==> src/rtl/scrf_loader.sv <==
// scrf_loader: runtime-programmable system config register file.
// Host words are collected into shadow registers over a valid/ready port.
// The last word of a load commits every shadow register to the active
// outputs in one edge, unless downstream holds the commit off.
module scrf_loader #(
    parameter int NUM_IPORT = 12,
    parameter int NUM_OPORT = 2
) (
    input  logic                    clk,
    input  logic                    rst,
    input  logic                    cfg_valid,
    output logic                    cfg_ready,
    input  logic [5:0]              cfg_addr,
    input  logic [31:0]             cfg_data,
    input  logic                    cfg_last,
    input  logic                    cfg_hold,
    output logic                    cfg_done,
    output logic                    cfg_err,
    output logic                    config_valid,
    output logic [22:0]             dfsm_config,
    output logic [19:0]             ssp_config,
    output logic [37:0]             quabuf_config,
    output logic [25:0]             singbuf_config,
    output logic [9:0]              mode_flags,
    output logic [56*NUM_IPORT-1:0] iport_configbits,
    output logic [56*NUM_OPORT-1:0] oport_configbits
);

    localparam int IPORT_BASE = 6;
    localparam int OPORT_BASE = IPORT_BASE + 2 * NUM_IPORT;
    localparam int NUM_WORDS  = OPORT_BASE + 2 * NUM_OPORT;

    typedef enum logic [1:0] {
        IDLE,
        LOAD,
        COMMIT
    } state_t;

    state_t state_q, state_d;

    logic                    accept;
    logic                    addrBad;
    logic                    commitNow;

    logic [22:0]             dfsmShadow_q;
    logic [19:0]             sspShadow_q;
    logic [37:0]             quabufShadow_q;
    logic [25:0]             singbufShadow_q;
    logic [9:0]              modeShadow_q;
    logic [56*NUM_IPORT-1:0] iportShadow_q;
    logic [56*NUM_OPORT-1:0] oportShadow_q;

    logic [22:0]             dfsmActive_q;
    logic [19:0]             sspActive_q;
    logic [37:0]             quabufActive_q;
    logic [25:0]             singbufActive_q;
    logic [9:0]              modeActive_q;
    logic [56*NUM_IPORT-1:0] iportActive_q;
    logic [56*NUM_OPORT-1:0] oportActive_q;

    logic                    done_q;
    logic                    err_q;
    logic                    cfgValid_q;

    // Ready is purely a state decode so it never depends on cfg_valid.
    assign cfg_ready = (state_q != COMMIT);
    assign accept    = cfg_valid && cfg_ready;
    assign addrBad   = ({1'b0, cfg_addr} >= 7'(NUM_WORDS));
    assign commitNow = (state_q == COMMIT) && !cfg_hold;

    // Next-state logic: a last word always leads to COMMIT, hold parks us there.
    always_comb begin
        state_d = state_q;
        case (state_q)
            IDLE: begin
                if (accept) begin
                    state_d = cfg_last ? COMMIT : LOAD;
                end
            end
            LOAD: begin
                if (accept && cfg_last) begin
                    state_d = COMMIT;
                end
            end
            COMMIT: begin
                if (!cfg_hold) begin
                    state_d = IDLE;
                end
            end
            default: state_d = IDLE;
        endcase
    end

    // State register plus the registered status flags (done, err, valid).
    always_ff @(posedge clk or posedge rst) begin
        if (rst) begin
            state_q    <= IDLE;
            done_q     <= 1'b0;
            err_q      <= 1'b0;
            cfgValid_q <= 1'b0;
        end else begin
            state_q <= state_d;
            done_q  <= commitNow;
            if (commitNow) begin
                cfgValid_q <= 1'b1;
            end
            if (accept) begin
                if (state_q == IDLE) begin
                    err_q <= addrBad;
                end else begin
                    err_q <= err_q | addrBad;
                end
            end
        end
    end

    // Shadow capture: each accepted in-range word updates only its own slice.
    always_ff @(posedge clk or posedge rst) begin
        if (rst) begin
            dfsmShadow_q    <= '0;
            sspShadow_q     <= '0;
            quabufShadow_q  <= '0;
            singbufShadow_q <= '0;
            modeShadow_q    <= '0;
            iportShadow_q   <= '0;
            oportShadow_q   <= '0;
        end else if (accept) begin
            case (cfg_addr)
                6'd0: dfsmShadow_q          <= cfg_data[22:0];
                6'd1: sspShadow_q           <= cfg_data[19:0];
                6'd2: quabufShadow_q[31:0]  <= cfg_data;
                6'd3: quabufShadow_q[37:32] <= cfg_data[5:0];
                6'd4: singbufShadow_q       <= cfg_data[25:0];
                6'd5: modeShadow_q          <= cfg_data[9:0];
                default: begin
                    for (int n = 0; n < NUM_IPORT; n++) begin
                        if (cfg_addr == 6'(IPORT_BASE + 2 * n)) begin
                            iportShadow_q[56*n +: 32] <= cfg_data;
                        end
                        if (cfg_addr == 6'(IPORT_BASE + 2 * n + 1)) begin
                            iportShadow_q[56*n+32 +: 24] <= cfg_data[23:0];
                        end
                    end
                    for (int m = 0; m < NUM_OPORT; m++) begin
                        if (cfg_addr == 6'(OPORT_BASE + 2 * m)) begin
                            oportShadow_q[56*m +: 32] <= cfg_data;
                        end
                        if (cfg_addr == 6'(OPORT_BASE + 2 * m + 1)) begin
                            oportShadow_q[56*m+32 +: 24] <= cfg_data[23:0];
                        end
                    end
                end
            endcase
        end
    end

    // Atomic commit: every active field takes its shadow value on the same edge.
    always_ff @(posedge clk or posedge rst) begin
        if (rst) begin
            dfsmActive_q    <= '0;
            sspActive_q     <= '0;
            quabufActive_q  <= '0;
            singbufActive_q <= '0;
            modeActive_q    <= '0;
            iportActive_q   <= '0;
            oportActive_q   <= '0;
        end else if (commitNow) begin
            dfsmActive_q    <= dfsmShadow_q;
            sspActive_q     <= sspShadow_q;
            quabufActive_q  <= quabufShadow_q;
            singbufActive_q <= singbufShadow_q;
            modeActive_q    <= modeShadow_q;
            iportActive_q   <= iportShadow_q;
            oportActive_q   <= oportShadow_q;
        end
    end

    assign cfg_done         = done_q;
    assign cfg_err          = err_q;
    assign config_valid     = cfgValid_q;
    assign dfsm_config      = dfsmActive_q;
    assign ssp_config       = sspActive_q;
    assign quabuf_config    = quabufActive_q;
    assign singbuf_config   = singbufActive_q;
    assign mode_flags       = modeActive_q;
    assign iport_configbits = iportActive_q;
    assign oport_configbits = oportActive_q;

endmodule

==> config.mk <==
export PLATFORM = sky130hd
export DESIGN_NAME = scrf_loader
export DESIGN_NICKNAME = d
export VERILOG_FILES = /design/src/rtl/scrf_loader.sv
export SDC_FILE = /design/constraint.sdc
export NUM_CORES = 2
export LEC_CHECK = 0
export CAP_MARGIN = 20
export CORE_UTILIZATION = 50
export CTS_BUF_LIST = sky130_fd_sc_hd__clkbuf_8
export CTS_CLUSTER_DIAMETER = 200
export DETAILED_ROUTE_END_ITERATION = 6
export PLACE_DENSITY = 0.8
export SLEW_MARGIN = 40
export SYNTH_ARGS = -nofsm -noshare
export SYNTH_HDL_FRONTEND = slang
export SYNTH_SLANG_ARGS = --single-unit
==> constraint.sdc <==
create_clock -name clk -period 70 [get_ports clk]
set_clock_uncertainty 0.1 [all_clocks]
set_input_delay 14 -clock clk [delete_from_list [all_inputs] [get_ports clk]]
set_output_delay 14 -clock clk [all_outputs]
set_load 0.05 [all_outputs]
== Yosys cells after proc, flatten, opt, wreduce, memory -nomap -nowiden ==
Cells that the tools add are included.

* Register bits: 1807
* Input bits: 43
* Output and inout bits: 905

* Magnitude comparators: 1
* Equality and inequality tests: 39
* Multiplexer cells: 6
* Bitwise gates (word level): 2
* Reduce and logical (&&, ||, !) cells: 42

{| class="wikitable"
|+ Operators with widths
! kind !! number
|-
| 6-bit by 5-bit == test with 1-bit output (second input constant) || 16
|-
| 3-bit AND reduction || 29
|-
| 6-bit by 4-bit == test with 1-bit output (second input constant) || 8
|-
| 6-bit by 3-bit == test with 1-bit output (second input constant) || 4
|-
| 6-bit by 2-bit == test with 1-bit output (second input constant) || 2
|-
| 6-bit == test (second input constant) || 2
|-
| 2-bit AND reduction || 6
|-
| 2-bit two-way mux || 4
|-
| 2-bit != test (second input constant) || 4
|-
| 6-bit by 1-bit == test with 1-bit output (second input constant) || 1
|-
| 6-bit >= comparator (second input constant) || 1
|-
| 6-bit zero test || 1
|-
| 2-bit one-hot mux with 3 select lines || 1
|-
| 6-bit OR reduction || 1
|-
| 1-bit logical AND || 3
|-
| 2-bit by 1-bit == test with 1-bit output (second input constant) || 1
|-
| 2-bit == test (second input constant) || 1
|-
| 2-bit zero test || 1
|-
| 1-bit zero test || 1
|-
| 1-bit two-way mux || 1
|-
| 1-bit inverter || 1
|-
| 1-bit OR || 1
|}

== Logic depth before layout (Yosys ltp) ==
* Depth after elaboration: 5
* Depth in mapped cells: 8
* Depth with buffers taken out: 4

== Least setup slack after synthesis ==
Ideal clock, no wire load.

* Path kind: in2reg
* Start: input port cfg_addr[1]
* End: register iportShadow_q[424]
* Setup time: 0.125 ns
* Arrival: 15.396 ns
* Setup slack: 54.379 ns
* Cell stages on the path: 7
* Cell sequence: buf_2 -> nor2b_1 -> buf_2 -> and4b_1 -> buf_2 -> buf_4 -> mux2_2

* Word-level cells in the longest chain between the ends: 4
* Elaborated cells between the ends (all ways): 10
* Classes of those cells: eq/ne (6); bitwise (1); reduce/logical (3)

{| class="wikitable"
|+ Ends and longest elaborated chain
! what !! line !! source
|-
| start, declared || 13 || <nowiki>input logic [5:0] cfg_addr,</nowiki>
|-
| 6-bit by 3-bit == test with 1-bit output, or another cell as far along || 128 || <nowiki>case (cfg_addr)</nowiki>
|-
| 6-bit OR reduction (no line) || - ||
|-
| 1-bit inverter (no line) || - ||
|-
| 3-bit AND reduction (no line) * || - ||
|-
| end signal, assigned by index || 138 || <nowiki>iportShadow_q[56*n +: 32] <= cfg_data;</nowiki>
|-
| end signal, assigned by index || 141 || <nowiki>iportShadow_q[56*n+32 +: 24] <= cfg_data[23:0];</nowiki>
|-
| end, declared || 50 || <nowiki>logic [56*NUM_IPORT-1:0] iportShadow_q;</nowiki>
|}

Every way passes the cells marked *; elsewhere a longest branch is shown, timed or not.
A chain may end at the register's enable or synchronous reset.

== Final worst setup path ==
* Start: input port cfg_hold
* End: register iportActive_q[176] (netlist: iport_configbits[176])

* Word-level cells in the longest chain between the ends: 2

{| class="wikitable"
|+ Ends and longest elaborated chain
! what !! line !! source
|-
| start, declared || 16 || <nowiki>input logic cfg_hold,</nowiki>
|-
| 1-bit zero test || - ||
|-
| 1-bit logical AND || 69 || <nowiki>assign commitNow = (state_q == COMMIT) && !cfg_hold;</nowiki>
|-
| end signal, assigned || 173 || <nowiki>iportActive_q <= iportShadow_q;</nowiki>
|-
| end, declared || 58 || <nowiki>logic [56*NUM_IPORT-1:0] iportActive_q;</nowiki>
|}

Every way passes these cells.

==> Implementation_results.wiki <==
{| class="wikitable"
! Metric !! Value
|-
| Layout fillers || 9600
|-
| Cell area after synthesis || around 67000 sq um
|-
| Starting Density || 50.48%
|-
| Crit path buffers/inverters || 7
|-
| Via count of the first global-routing pass || 40924
|-
| IO Port Bufs || 947
|-
| Number of distinct library cells after synthesis || 31
|-
| Status || finished, violations left
|-
| Transition at the pin with the smallest max-transition slack || 844.3 ps
|-
| Number of violations of the max-capacitance limit || 0
|-
| Post-layout nets || 5057
|-
| Global-route congestion overflow total || 0
|-
| Floorplan die width || 369.3 um
|-
| Final min period || 17860 ps
|-
| Fraction of layout instances using a drive strength above 1 || 44.57%
|-
| Fin. max-slew vios || 0
|-
| Cell with the largest stage delay on the worst path || buf_6
|-
| Pin count of the biggest net entering global routing || about 160
|-
| Achievable Freq || 56.00 MHz
|-
| Detail-routed net length per standard cell || roughly 27 um
|-
| Sinks on Clock Net || roughly 1800
|-
| Post-cts sizing count || 0
|-
| Delay of the slowest cell on the worst path || 610 ps
|-
| Slack of the worst reg-to-reg path || 64790 ps
|-
| Final Power || 3.127 mW
|-
| Gate family responsible for the most delay along the worst path || buffers and inverters
|-
| Post-synth EDFFs || 0
|-
| Number of standard cells after synthesis || around 3900
|-
| Remaining antenna violation count || 0
|-
| Flip-flop cell with the highest count after synthesis || dfrtp_1
|-
| Clock transition at the registers of the reported paths || 60 ps
|-
| Worst Hold Class || reg -> reg
|-
| Post-synthesis sequential area ratio || ~67%
|-
| Share of async-settable or async-resettable flops after synthesis || 100.0%
|-
| Total core area || 133600 sq um
|-
| Drt first-iter violations || 2364
|-
| Global-route wire length before repair || 274.8 mm
|-
| Number of vias after detailed routing || 38328
|-
| Count of unresolved DRC violations after routing || around 120
|-
| Period utilisation layout || around 26%
|-
| Violations in the final reports || DRC
|-
| WL final || around 190 mm
|-
| Seq cells post-synth || 1807
|-
| Mapped Avg Cell Area || 17.08 sq um
|-
| Number of vias per cell after detailed routing || 5.488
|-
| Kind of start point of the critical path || primary input
|-
| Minimum setup slack in the final design || approximately 52000 ps
|-
| Setup Crit Path Kind || in -> reg
|-
| Die area || 136400 sq um
|-
| Category of the worst setup path capture point || register
|-
| Required time of the critical path || about 70000 ps
|-
| Overall die height || 369.3 um
|-
| Hold slack || 337.5 ps
|-
| Total routing resource utilization after global routing || ~28%
|-
| CTS H-Tree Depth || 5
|-
| Layout overhead on the synthesized area || 25.10%
|-
| Post-CTS Setup Bufs || 0
|-
| Number of hold violations in the final report || 0
|-
| Post-Syn Nets || 3991
|-
| Final Core Density || approximately 63%
|-
| Post-Route Setup TNS || 0 ps
|-
| Top-level port count || 948
|-
| Worst setup slack after placement || 51070 ps
|-
| Leakage power || 41.21 nW
|-
| Largest driver fanout on the critical path || 78
|-
| Critical path's most frequent cell || buf_6
|-
| Power density over the cells || 37.06 nW/um^2
|-
| Clock Root Buffer || clkbuf_8
|-
| VDD IR-drop max || 0.02488 mV
|-
| Number of setup violations in the final report || 0
|-
| Initial antenna violation count || 22
|-
| Site row count || 134
|-
| Number of synthesis warnings || 0
|-
| Skew-Pair Late Insertion Delay || between 900 and 1000 ps
|-
| Num CTS Buffers || between 300 and 400
|-
| Clock tree from TritonCTS || done
|-
| TritonRoute pass-1 iters || 7
|-
| Cell chain of the critical path || clkdlybuf4s50_1 > nor2_4 > buf_12 > buf_6 > buf_6 > buf_6 > buf_12 > buf_4 > mux2_2
|-
| Maximum buffer depth of the clock tree || 4
|-
| Data arrival, critical path || 18580 ps
|-
| Relative slew slack || a little over two fifths
|-
| Global placement routability congestion || between 0.8 and 0.9
|-
| # hold bufs at CTS || 0
|-
| HPWL after detailed placement || 120.1 mm
|-
| RSZ-0062 raised after global routing || false
|}
## cell usage after synthesis, types with 2 or more instances
cell / number / share of area [%]
and4b_1: 2 / 0.030
buf_2: 166 / 1.2
buf_4: 9 / 0.10
buf_6: 16 / 0.27
clkbuf_1: 83 / 0.46
dfrtp_1: 1807 / 67
inv_1: 2 / 0.011
mux2_1: 29 / 0.48
mux2_2: 1773 / 30
nand2_1: 5 / 0.028
nand3_1: 6 / 0.045
nand3_2: 4 / 0.059
nand3_4: 2 / 0.052
nand4_1: 5 / 0.046
nand4_2: 8 / 0.15
nand4_4: 5 / 0.16
nor2_1: 6 / 0.033
nor2_2: 2 / 0.019
nor2b_1: 5 / 0.046
or3b_1: 2 / 0.026
## placed cells by master, fill, tap and decap left out, drive strengths merged, types with 2 or more instances in the layout
master	netlist	routed
or3b	2	2
nand3	12	12
clkdlybuf4s50	0	920
dfrtp	1807	1807
nor2b	5	5
nor2	8	8
and4b	2	2
nand4	18	18
clkbuf	83	378
clkinv	1	17
inv	2	103
buf	192	116
clkinvlp	0	4
mux2	1802	1802
nand2	5	5
diode	0	8
## flip-flops by register name, summed over array words and instances, names as in the netlist
name              count
quabufShadow_q       38
mode_flags           10
oport_configbits    112
modeShadow_q         10
dfsmShadow_q         23
ssp_config           20
iportShadow_q       672
singbuf_config       26
iport_configbits    672
dfsm_config          23
cfg_err               1
sspShadow_q          20
quabuf_config        38
singbufShadow_q      26
cfg_done              1
config_valid          1
state_q               2
oportShadow_q       112
## cells by family after synthesis
group           synth area share (%)
flops                          67.04
buf+inv                        2.100
compound gates               0.03524
simple gates                  0.7383
mux                            30.09
## final cells by class
cell class              instances  area (sq um)  share of cell area, %
inverters                       3         23.77                0.02818
diodes                          8         20.02                0.02373
flip-flops and latches       1807         45220                  53.59
well taps                    1768          2212                  2.622
clock inverters               121         494.2                 0.5857
clock buffers                 378          5202                  6.166
multi-input cells            1863         20880                  24.75
repair buffers               1036         10320                  12.24
## metal layers
metal  global-route usage, %  vias up  part of all wire (%)  wire length, um
li1                        -    16067                     -                -
met2                   44.35     1307                    48            90730
met3                   7.688      435                   7.4            13850
met5                       0        -                 0.032               60
met4                   15.75        8                   5.8            10830
met1                   33.60    20511                    39            72430
## per-stage QoR
stage	cell area, sq um	std cells
floorplan	67450	3948
global placement	78310	6466
detailed placement	78570	6475
CTS	84270	6974
global route	84360	6980
finish	84370	6984
## path summary, 6_finish.rpt
check	start	endpoint	cells past startpoint
max	cfg_hold	iport_configbits[176]	9
min	iportShadow_q[234]	iport_configbits[234]	1
max reg2reg	state_q[0]	iport_configbits[176]	9
min reg2reg	iportShadow_q[234]	iport_configbits[234]	1
max in group asynchronous	rst	iport_configbits[374]	7
min in group asynchronous	rst	quabufShadow_q[4]	2
## power breakdown
part | leakage (nW) | switching, mW | internal [mW] | total (mW)
clock | 3.32 | 0.401 | 0.481 | 0.883
combinational | 13.5 | 0.594 | 0.324 | 0.918
sequential | 24.3 | 0.102 | 1.22 | 1.33
total | 41.2 | 1.10 | 2.03 | 3.13
No activity file was read; power rests on OpenSTA's default activity.
